===== src/rtl/demux_arr_seq_if.sv =====
// Handshake/bus bundle for demux_arr_seq_module.
// Optional parity port pair is present only when DEMUX_PARITY_EN is defined.
interface demux_arr_seq_if #(
  parameter int unsigned WIDTH    = 2,
  parameter int unsigned CHANNELS = 4
);
  localparam int unsigned SEL_W = (CHANNELS > 1) ? $clog2(CHANNELS) : 1;

  logic                             in_valid;
  logic                             in_ready;
  logic [WIDTH-1:0]                 in_data;
  logic                             in_last;
  logic                             frame_ack;
  logic [CHANNELS-1:0][WIDTH-1:0]   out_data;
  logic [CHANNELS-1:0]              out_valid;
  logic                             frame_done;
  logic [SEL_W-1:0]                 sel;
`ifdef DEMUX_PARITY_EN
  logic                             in_par;
  logic                             par_err;
`endif

  modport master (
    output in_valid, in_data, in_last, frame_ack,
`ifdef DEMUX_PARITY_EN
    output in_par,
    input  par_err,
`endif
    input  in_ready, out_data, out_valid, frame_done, sel
  );

  modport slave (
    input  in_valid, in_data, in_last, frame_ack,
`ifdef DEMUX_PARITY_EN
    input  in_par,
    output par_err,
`endif
    output in_ready, out_data, out_valid, frame_done, sel
  );
endinterface


===== src/rtl/demux_arr_seq_module.sv =====
// Sequential 1:N demux: round-robin words into registered lanes, hold frame until acked.
// Optional feature: define DEMUX_PARITY_EN to drop words failing even parity and flag par_err.
module demux_arr_seq_module #(
  parameter int unsigned WIDTH    = 2,
  parameter int unsigned CHANNELS = 4
) (
  input  logic             clk,
  input  logic             rst,
  demux_arr_seq_if.slave   bus
);
  localparam int unsigned SEL_W = (CHANNELS > 1) ? $clog2(CHANNELS) : 1;

  typedef enum logic {S_FILL, S_HOLD} state_e;

  state_e                         state_q, state_d;
  logic [SEL_W-1:0]               sel_q, sel_d;
  logic [CHANNELS-1:0][WIDTH-1:0] out_data_q, out_data_d;
  logic [CHANNELS-1:0]            out_valid_q, out_valid_d;
  logic                           frame_done_q, frame_done_d;
  logic                           in_ready_c;
  logic                           accept_c;
  logic                           par_ok_c;
  logic                           sel_last_c;
`ifdef DEMUX_PARITY_EN
  logic                           par_err_q, par_err_d;
`endif

  assign in_ready_c = (state_q == S_FILL);
  assign accept_c   = bus.in_valid & in_ready_c;
  assign sel_last_c = (sel_q == SEL_W'(CHANNELS - 1));

`ifdef DEMUX_PARITY_EN
  assign par_ok_c = ~(^{bus.in_data, bus.in_par});
`else
  assign par_ok_c = 1'b1;
`endif

  // Next-state and lane update
  always_comb begin
    state_d      = state_q;
    sel_d        = sel_q;
    out_data_d   = out_data_q;
    out_valid_d  = out_valid_q;
    frame_done_d = 1'b0;
`ifdef DEMUX_PARITY_EN
    par_err_d    = 1'b0;
`endif
    case (state_q)
      S_FILL: begin
        if (accept_c) begin
          if (!par_ok_c) begin
`ifdef DEMUX_PARITY_EN
            par_err_d = 1'b1;
`endif
          end else begin
            out_data_d[sel_q]  = bus.in_data;
            out_valid_d[sel_q] = 1'b1;
            if (sel_last_c || bus.in_last) begin
              state_d      = S_HOLD;
              frame_done_d = 1'b1;
              sel_d        = '0;
            end else begin
              sel_d = sel_q + SEL_W'(1);
            end
          end
        end
      end
      S_HOLD: begin
        if (bus.frame_ack) begin
          out_valid_d = '0;
          state_d     = S_FILL;
        end
      end
      default: state_d = S_FILL;
    endcase
  end

  always_ff @(posedge clk or posedge rst) begin
    if (rst) begin
      state_q      <= S_FILL;
      sel_q        <= '0;
      out_data_q   <= '0;
      out_valid_q  <= '0;
      frame_done_q <= 1'b0;
    end else begin
      state_q      <= state_d;
      sel_q        <= sel_d;
      out_data_q   <= out_data_d;
      out_valid_q  <= out_valid_d;
      frame_done_q <= frame_done_d;
    end
  end

`ifdef DEMUX_PARITY_EN
  always_ff @(posedge clk or posedge rst) begin
    if (rst) par_err_q <= 1'b0;
    else     par_err_q <= par_err_d;
  end
  assign bus.par_err = par_err_q;
`endif

  assign bus.in_ready   = in_ready_c;
  assign bus.out_data   = out_data_q;
  assign bus.out_valid  = out_valid_q;
  assign bus.frame_done = frame_done_q;
  assign bus.sel        = sel_q;
endmodule


===== src/flat_wrapper.sv =====
// flat-port wrapper written by rule: the top's interface ports become plain ports
module demux_arr_seq_module_flat 
#(
  parameter int unsigned WIDTH    = 2,
  parameter int unsigned CHANNELS = 4
)
  (clk, rst, bus_in_valid, bus_in_data, bus_in_last, bus_frame_ack, bus_in_ready, bus_out_data, bus_out_valid, bus_frame_done, bus_sel);
  demux_arr_seq_if #(.WIDTH(WIDTH), .CHANNELS(CHANNELS)) bus_i ();
  input  logic clk;
  input  logic rst;
  input wire logic [$bits(bus_i.in_valid)-1:0] bus_in_valid;
  input wire logic [$bits(bus_i.in_data)-1:0] bus_in_data;
  input wire logic [$bits(bus_i.in_last)-1:0] bus_in_last;
  input wire logic [$bits(bus_i.frame_ack)-1:0] bus_frame_ack;
  output wire logic [$bits(bus_i.in_ready)-1:0] bus_in_ready;
  output wire logic [$bits(bus_i.out_data)-1:0] bus_out_data;
  output wire logic [$bits(bus_i.out_valid)-1:0] bus_out_valid;
  output wire logic [$bits(bus_i.frame_done)-1:0] bus_frame_done;
  output wire logic [$bits(bus_i.sel)-1:0] bus_sel;
  assign bus_i.in_valid = bus_in_valid;
  assign bus_i.in_data = bus_in_data;
  assign bus_i.in_last = bus_in_last;
  assign bus_i.frame_ack = bus_frame_ack;
  assign bus_in_ready = bus_i.in_ready;
  assign bus_out_data = bus_i.out_data;
  assign bus_out_valid = bus_i.out_valid;
  assign bus_frame_done = bus_i.frame_done;
  assign bus_sel = bus_i.sel;
  demux_arr_seq_module #(.WIDTH(WIDTH), .CHANNELS(CHANNELS)) u_core (.clk(clk), .rst(rst), .bus(bus_i));
endmodule

===== config.mk =====
export PLATFORM = sky130hd
export DESIGN_NAME = demux_arr_seq_module_flat
export DESIGN_NICKNAME = d
export VERILOG_FILES = /design/src/rtl/demux_arr_seq_if.sv /design/src/rtl/demux_arr_seq_module.sv /design/src/flat_wrapper.sv
export SDC_FILE = /design/constraint.sdc
export NUM_CORES = 1
export LEC_CHECK = 0
export ABC_AREA = 1
export BUFFER_PORTS_ARGS = -buffer_cell sky130_fd_sc_hd__buf_4
export CAP_MARGIN = 25
export CORE_UTILIZATION = 43
export CTS_CLUSTER_DIAMETER = 60
export DETAILED_ROUTE_END_ITERATION = 8
export GPL_ROUTABILITY_DRIVEN = 0
export PLACE_DENSITY = 0.81
export SETUP_SLACK_MARGIN = 0.15
export SLEW_MARGIN = 20
export SYNTH_ARGS = -nofsm -noshare
export SYNTH_HDL_FRONTEND = slang
export SYNTH_SLANG_ARGS = --single-unit

===== constraint.sdc =====
create_clock -name clk -period 1.1 [get_ports clk]
set_input_delay 0.055 -clock clk [delete_from_list [all_inputs] [get_ports clk]]
set_output_delay 0.055 -clock clk [all_outputs]
set_load 0.1 [all_outputs]

==> results of run 1 <==
[state kept, by name, indices dropped and copies added, names as in the netlist]
signal	cells
u_core.bus.out_data	8
u_core.bus.out_valid	4
u_core.bus.sel	2
u_core.bus.frame_done	1
u_core.state_q	1
[worst min path at each step]
stage,from,to,slack (ns),cells after the start
finish,bus_in_last,u_core.bus.sel[1]$_DFFE_PP0P_,0.009,4
global route,bus_in_last,u_core.bus.frame_done$_DFF_PP0_,0.02,3
CTS,bus_in_last,u_core.bus.frame_done$_DFF_PP0_,0.02,3
detailed placement,rst,u_core.state_q$_DFF_PP0_,0.03,2
global placement,rst,u_core.state_q$_DFF_PP0_,0.01,2
floorplan,rst,u_core.bus.frame_done$_DFF_PP0_,-0.03,1
[metrics by stage]
stage / setup slack [ns] / setup TNS (ns) / utilization [%] / hold slack [ns] / instance area (um^2)
2_1_floorplan: -0.111 / -1.19 / - / -0.0320 / 817
3_3_place_gp: 0.0168 / 0 / 64.8 / 0.0147 / 987
3_5_place_dp: 0.00386 / 0 / 64.8 / 0.0268 / 987
4_1_cts: -0.00654 / -0.0209 / 82.7 / 0.0218 / 1260
5_1_grt: -0.100 / -0.737 / 86.8 / 0.0189 / 1320
6_report: -0.0498 / -0.278 / 86.8 / 0.00902 / 1320
[metal layers]
layer	wire length [um]	vias to the layer above	global-route usage, %
met5	0	-	0
met1	889	361	32.0
li1	-	315	-
met4	46	0	11.9
met3	141	10	6.81
met2	1300	41	41.8
[kinds of logic (layout without fill, tap and decap cells)]
group / count (synthesis) / in the layout / share of synthesized area, %
buffers and inverters: 7 / 41 / 5.76
and+or+nand+nor: 48 / 48 / 30.7
adders and majority gates: 4 / 4 / 6.98
DFF: 16 / 16 / 55.8
AOI/OAI and AO/OA: 1 / 1 / 0.697
[critical path, cell delays in order (launching register included)]
cell and delay (ns):
dfrtp_4 0.56, inv_4 0.10, ha_4 0.15, nand3_2 0.08, nand2_1 0.08, nand2_1 0.07
[cell usage in the layout, fill, tap and decap left out, types with 2 or more instances in the layout]
cell type,synthesis,final
nand4_1,8,8
nand2_2,0,5
dfrtp_2,0,12
nand3_4,0,2
ha_4,0,4
buf_4,0,14
dfrtp_4,0,2
nor2_1,3,2
dfrtp_1,16,2
clkbuf_4,0,3
inv_4,0,3
nand3_2,2,4
buf_12,0,14
buf_8,0,2
nand2_1,30,25
inv_1,4,2
[cell type report]
type                       instances  area (um^2)  area share, %
inverter                           5         26.3           1.99
multi-input combinational         53          380           28.8
clock buffer                       4         36.3           2.74
sequential                        16          423           32.0
tap                               16         20.0           1.51
timing repair buffer              32          437           33.0
[what timing repair did]
| action | 4_1_cts | 5_1_grt |
|---|---|---|
| endpoints found under the hold margin | 7 | 0 |
| pin swaps | 10 | 5 |
| hold buffers | 1 | 0 |
| gates resized for setup | 47 | 9 |
| setup endpoints to repair | 32 | 32 |
| setup buffers | 4 | 4 |
==> metrics.yaml, run 1 <==
drt:
  ant_nets: 0
  wire_per_inst_um: 18.9
  via_per_inst: 5.77
  vias: 727
  drc: 0
  first_pass_iters: 4
  drt_iter0_drc: 21
  wirelength_um: 2380
clocking:
  numCtsBuffers: 3
  cts_root_buf: "clkbuf_4"
  worst_skew_pair.late_latency_ns: 0.32
  cts.sinks: 16
  cts_buffer_depth: 2
  htree_levels: 1
  cts_tree: "done"
  path_clk_slew_ns: 0.11
critical_path:
  r2r_cells: 5
  worstPathArrival_ns: 1.36
  timing.reg2reg.setup_slack_ns: -0.05
  crit_path_start_kind: "register"
  crit_type: "reg -> reg"
  end_kind: "register"
  startpoint: "u_core.bus.sel[1]$_DFFE_PP0P_"
  r2r-end: "u_core.bus.out_data[2]$_DFFE_PP0P_"
  crit_end: "u_core.bus.out_data[2]$_DFFE_PP0P_"
  crit_required_ns: 1.31
  r2r-start: "u_core.bus.sel[1]$_DFFE_PP0P_"
  path_max_fanout: 5
job:
  cap_violations: 0
grt:
  grt_pass1_vias: 663
  grt.total_usage_pct: 25.9
  grt_max_degree: 15
  grt_remaining_overflow: 0
  antenna_found_initial: 0
  grt_pass1_wl_um: 3310
sta:
  clock_skew_ns: 0.0119
  timing.final.ws_setup_ns: -0.0498
  setup_viol: 10
  finalCritPeriodShare_pct: 105
  finalMaxSlewViolations: 0
  fmax_mhz: 870
  layout_min_cycle_time_ns: 1.15
  hold_viol_final: 0
  rsz0062_at_grt: "yes"
  slew_headroom_pct: 77.4
  worstMarginPinSlew_ns: 0.339
cells_and_area:
  final_nets: 122
  drive_gt1_share_pct: 61.8
  n_antenna_cell: 0
  stdcell_count: 126
  syn_to_final_growth_pct: 84.5
  fillCellCount: 72
logic_synthesis:
  ys.warnings.count: 0
  seq_area_frac_synth_pct: 55.8
  synth-seq-cells: 16
  syn-num-nets: 87
  postSynthCellCount: 76
  yosysTopAreaCell: "dfrtp_1"
  synth_edf_count: 0
  synth-main-ff-cell: "dfrtp_1"
  async_flop_share_pct: 100
  synth_most_common_cell: "nand2_1"
  synth.area.top_cells: "dfrtp_1 (56%), nand2_1 (16%), ha_1 (7.0%)"
  syn_area_um2: 717
  synth_cell_types: 12
  synth.avg_cell_area_um2: 9.43
  yosys-top-cells-count: "nand2_1 (30), dfrtp_1 (16), nand4_1 (8)"
  synth_top_area_share_pct: 55.8
floorplanning:
  die_w_um: 42.8
  start_util_pct: 47.0
  die_h_um: 42.8
  row_count: 14
  core_um2: 1520
  die_area_um2: 1830
  ios: 23
outcome:
  outcome: "complete, but fails checks"
  violations: "negative setup slack"
worst_hold_path:
  hold_class: "in -> reg"
placement:
  io_buffers: 22
  place_inst: 113
  hpwlAfterDp_um: 1170
Power of run 1 is left out: the tool's default activity adds up to more than one toggle a clock period on the data nets, which glitch-free logic cannot reach.
==> run 2, diff against run 1 <==
--- a/config.mk
+++ b/config.mk
@@ -12,7 +12,7 @@
 export CTS_CLUSTER_DIAMETER = 60
 export DETAILED_ROUTE_END_ITERATION = 8
 export GPL_ROUTABILITY_DRIVEN = 0
-export PLACE_DENSITY = 0.81
+export PLACE_DENSITY_LB_ADDON = 0.05
 export SETUP_SLACK_MARGIN = 0.15
 export SLEW_MARGIN = 20
 export SYNTH_ARGS = -nofsm -noshare
==> metrics.yaml, run 2 (same netlist as run 1, synthesis figures left out) <==
cells_and_area:
  final_nets: 122
  drive_gt1_share_pct: 60.9
  syn_to_final_growth_pct: 83.1
  largest_register_ff_count: 8
  fillCellCount: 81
  n_antenna_cell: 0
  final_common_cell: "nand2_1"
  final_cell_mix: "nand2_1 (25), buf_4 (14), buf_12 (13)"
  finish.utilization_pct: 86.1
sta:
  layout_min_cycle_time_ns: 1.14
  worstMarginPinSlew_ns: 0.220
  rsz0062_at_grt: "yes"
  setup_viol: 6
  finalCritPeriodShare_pct: 103
  fmax_mhz: 880
  hold_viol_final: 0
  clock_skew_ns: 0.00750
  slew_headroom_pct: 85.3
  timing.final.ws_setup_ns: -0.0367
  fin_tns_setup_ns: -0.0747
  finalMaxSlewViolations: 0
drt:
  drc: 0
  first_pass_iters: 4
  wire_per_inst_um: 15.2
  via_per_inst: 5.21
  wirelength_um: 1920
  ant_nets: 0
  vias: 656
  drt_iter0_drc: 8
grt:
  grt_max_degree: 17
  antenna_found_initial: 0
  grt_pass1_wl_um: 2840
  grt_pass1_vias: 651
  grt_remaining_overflow: 0
  grt.total_usage_pct: 21.8
critical_path:
  crit_type: "reg -> reg"
  worst_path_most_repeated_cell: "nand2_1"
  crit_family: "flip-flops"
  crit_buf_inv: 1
  path_max_fanout: 5
  max_stage_delay_ns: 0.55
  crit_path_top_delay_cell: "dfrtp_4"
  crit_required_ns: 1.30
  end_kind: "register"
  worstPathArrival_ns: 1.33
  path_cells: "inv_4 > ha_4 > nand3_4 > nand2_1 > nand2_1"
  crit_path_start_kind: "register"
outcome:
  violations: "negative setup slack"
  outcome: "complete, but fails checks"
clocking:
  cts_tree: "done"
  path_clk_slew_ns: 0.10
  cts.sinks: 16
  htree_levels: 1
  cts_buffer_depth: 2
  cts_root_buf: "clkbuf_4"
  worst_skew_pair.late_latency_ns: 0.30
  numCtsBuffers: 3
floorplanning:
  row_count: 14
  die_h_um: 42.8
  core_um2: 1520
  die_w_um: 42.8
  start_util_pct: 47.0
  die_area_um2: 1830
  ios: 23
placement:
  post-place-ws_ns: -0.00662
  hpwlAfterDp_um: 1090
  io_buffers: 22
worst_hold_path:
  hold_class: "in -> reg"
job:
  cap_violations: 0
[run 2: timing repair]
item / 4_1_cts / 5_1_grt
pin swaps: 7 / 6
setup buffers: 6 / 1
hold buffers: 1 / 1
setup endpoints to repair: 32 / 31
hold endpoints to repair: 16 / 1
gates resized for setup: 45 / 7
[run 2: final cells by class]
class,count,area [um^2],area share [%]
Tap cell,16,20.0,1.53
Clock buffer,4,36.3,2.76
Inverter,5,26.3,2.00
Sequential cell,16,423,32.2
Multi-Input combinational cell,53,388,29.6
Timing Repair Buffer,32,419,31.9
[run 2: path summary, 6_finish.rpt]
check / start / endpoint / slack [ns] / cells after the start
setup / recovery: u_core.bus.sel[0]$_DFFE_PP0P_ / u_core.bus.out_data[5]$_DFFE_PP0P_ / -0.04 / 5
hold / removal: bus_in_data[0] / u_core.bus.out_data[4]$_DFFE_PP0P_ / 0.03 / 3
setup reg to reg: u_core.bus.sel[0]$_DFFE_PP0P_ / u_core.bus.out_data[5]$_DFFE_PP0P_ / -0.04 / 5
hold reg to reg: u_core.bus.out_data[3]$_DFFE_PP0P_ / u_core.bus.out_data[3]$_DFFE_PP0P_ / 0.52 / 2
max in group asynchronous: rst / u_core.bus.sel[0]$_DFFE_PP0P_ / 0.54 / 4
min in group asynchronous: rst / u_core.bus.out_data[5]$_DFFE_PP0P_ / 0.34 / 4
[run 2: worst min-delay path: stages]
cell and delay [ns]:
buf_4 0.12, nand4_1 0.07, nand2_1 0.05
[run 2: through the flow]
stage	hold WS (ns)	cell area, um^2	cells
2_1_floorplan	-0.0320	817	76
3_3_place_gp	0.0786	987	113
3_5_place_dp	0.0810	987	113
4_1_cts	0.00906	1260	124
5_1_grt	0.0185	1310	126
6_report	0.0266	1310	126
[run 2: layer usage]
metal | GRT usage (%) | up-vias | wire length (um)
met2 | 37.9 | 19 | 1060
met4 | 11.3 | 0 | 40
li1 | - | 318 | -
met1 | 23.8 | 313 | 759
met5 | 0 | - | 0
met3 | 6.38 | 6 | 61
Power of run 2 is left out for the same reason.
==> run 3, diff against run 2 <==
--- a/config.mk
+++ b/config.mk
@@ -12,6 +12,7 @@
 export CTS_CLUSTER_DIAMETER = 60
 export DETAILED_ROUTE_END_ITERATION = 8
 export GPL_ROUTABILITY_DRIVEN = 0
+export HOLD_SLACK_MARGIN = 0.15
 export PLACE_DENSITY_LB_ADDON = 0.05
 export SETUP_SLACK_MARGIN = 0.15
 export SLEW_MARGIN = 20
==> metrics.yaml, run 3 (same netlist as run 1, synthesis figures left out) <==
drt:
  wl_met1_um: 828
  drt_iter0_drc: 4
  vias: 658
  ant_nets: 0
  drc: 0
  wirelength_um: 1970
  via_per_inst: 5.06
  top_layer_used: "met4"
  first_pass_iters: 2
  wl_met3_um: 59
  wire_per_inst_um: 15.2
  met2_wirelength_um: 1040
floorplanning:
  die_area_um2: 1830
  die_w_um: 42.8
  die_h_um: 42.8
  ios: 23
  row_count: 14
  core_um2: 1520
  start_util_pct: 47.0
cells_and_area:
  final_common_cell: "nand2_1"
  n_antenna_cell: 0
  syn_to_final_growth_pct: 88.0
  final_nets: 126
  largest_register_ff_count: 8
  design_area_um2: 1350
  drive_gt1_share_pct: 58.8
  final_cell_mix: "nand2_1 (26), buf_4 (15), buf_12 (13)"
  fillCellCount: 73
worst_hold_path:
  worstHoldEndpoint: "u_core.bus.out_data[4]$_DFFE_PP0P_"
  hold_class: "in -> reg"
  hold_start: "bus_in_valid"
  holdPathStages: 3
critical_path:
  r2r_cells: 5
  r2r-end: "u_core.bus.out_data[5]$_DFFE_PP0P_"
  worstPathArrival_ns: 1.33
  crit_path_start_kind: "register"
  timing.reg2reg.setup_slack_ns: -0.04
  path_max_fanout: 5
  crit_required_ns: 1.29
  startpoint: "u_core.bus.sel[0]$_DFFE_PP0P_"
  end_kind: "register"
  r2r-start: "u_core.bus.sel[0]$_DFFE_PP0P_"
  crit_type: "reg -> reg"
clocking:
  worst_skew_pair.late_latency_ns: 0.30
  cts_tree: "done"
  cts_hold_buf: 5
  path_clk_slew_ns: 0.10
  cts_root_buf: "clkbuf_4"
  htree_levels: 1
  numCtsBuffers: 3
  cts.sinks: 16
  cts_buffer_depth: 2
outcome:
  violations: "negative setup slack"
  outcome: "complete, but fails checks"
placement:
  io_buffers: 22
  hpwlAfterDp_um: 1090
  dpl_cell_area_um2: 987
grt:
  grt_remaining_overflow: 0
  antenna_found_initial: 0
  grt.total_usage_pct: 22.3
  grt_pass1_vias: 677
  grt_pass1_wl_um: 2920
  grt_max_degree: 17
sta:
  clock_skew_ns: 0.00473
  fmax_mhz: 879
  worstMarginPinSlew_ns: 0.218
  timing.final.ws_setup_ns: -0.0382
  layout_min_cycle_time_ns: 1.14
  setup_viol: 7
  hold_viol_final: 0
  rsz0062_at_grt: "yes"
  finalCritPeriodShare_pct: 103
  slew_headroom_pct: 85.4
  finalMaxSlewViolations: 0
job:
  cap_violations: 0
-- run 3: cell types whose count changed in the layout (fill, tap and decap cells not counted) --
cell / change
dlygate4sd3_1: +3
nand2_1: +1
nand2_2: -1
buf_4: +1
-- run 3: metal layers --
metal | vias to the layer above | track usage [%]
met5 | - | 0
met4 | 0 | 13.8
met3 | 5 | 6.38
met2 | 16 | 34.8
met1 | 313 | 26.8
li1 | 324 | -
-- run 3: area by class of cell --
class                           instances  area [um^2]  area share (%)
Timing Repair Buffer                   36          457            33.9
Clock buffer                            4         36.3            2.69
Tap cell                               16         20.0            1.49
Multi-Input combinational cell         53          385            28.6
Inverter                                5         26.3            1.95
Sequential cell                        16          423            31.4
-- run 3: critical path: stages (launching register included) --
cell	delay [ns]
dfrtp_4	0.55
inv_4	0.10
ha_4	0.15
nand3_4	0.09
nand2_1	0.08
nand2_1	0.07
-- run 3: per-stage QoR --
step / hold slack, ns / util (%) / setup TNS (ns) / std cells / setup slack (ns)
6_report: 0.113 / 88.4 / -0.0719 / 130 / -0.0382
5_1_grt: 0.115 / 88.4 / -0.503 / 130 / -0.0798
4_1_cts: 0.111 / 85.6 / -0.0381 / 128 / -0.00949
3_5_place_dp: 0.0810 / 64.8 / -0.00662 / 113 / -0.00662
3_3_place_gp: 0.0786 / 64.8 / 0 / 113 / 0.0137
2_1_floorplan: -0.0320 / - / -1.19 / 76 / -0.111
-- run 3: worst max-delay path by stage --
stage	cells after the start	endpoint	slack, ns
after floorplan	5	u_core.bus.out_data[4]$_DFFE_PP0P_	-0.11
after global placement	5	u_core.bus.out_data[5]$_DFFE_PP0P_	0.01
after detailed placement	5	u_core.bus.out_data[4]$_DFFE_PP0P_	-0.007
after CTS	1	bus_sel[0]	-0.009
after global routing	5	u_core.bus.out_data[5]$_DFFE_PP0P_	-0.08
final	5	u_core.bus.out_data[5]$_DFFE_PP0P_	-0.04
-- run 3: timing repair --
action                     in CTS  in global routing
gates resized for setup        45                  6
setup buffers                   6                  2
hold endpoints to repair       32                 12
pin swaps                       7                  4
setup endpoints to repair      32                 31
Power of run 3 is left out for the same reason.
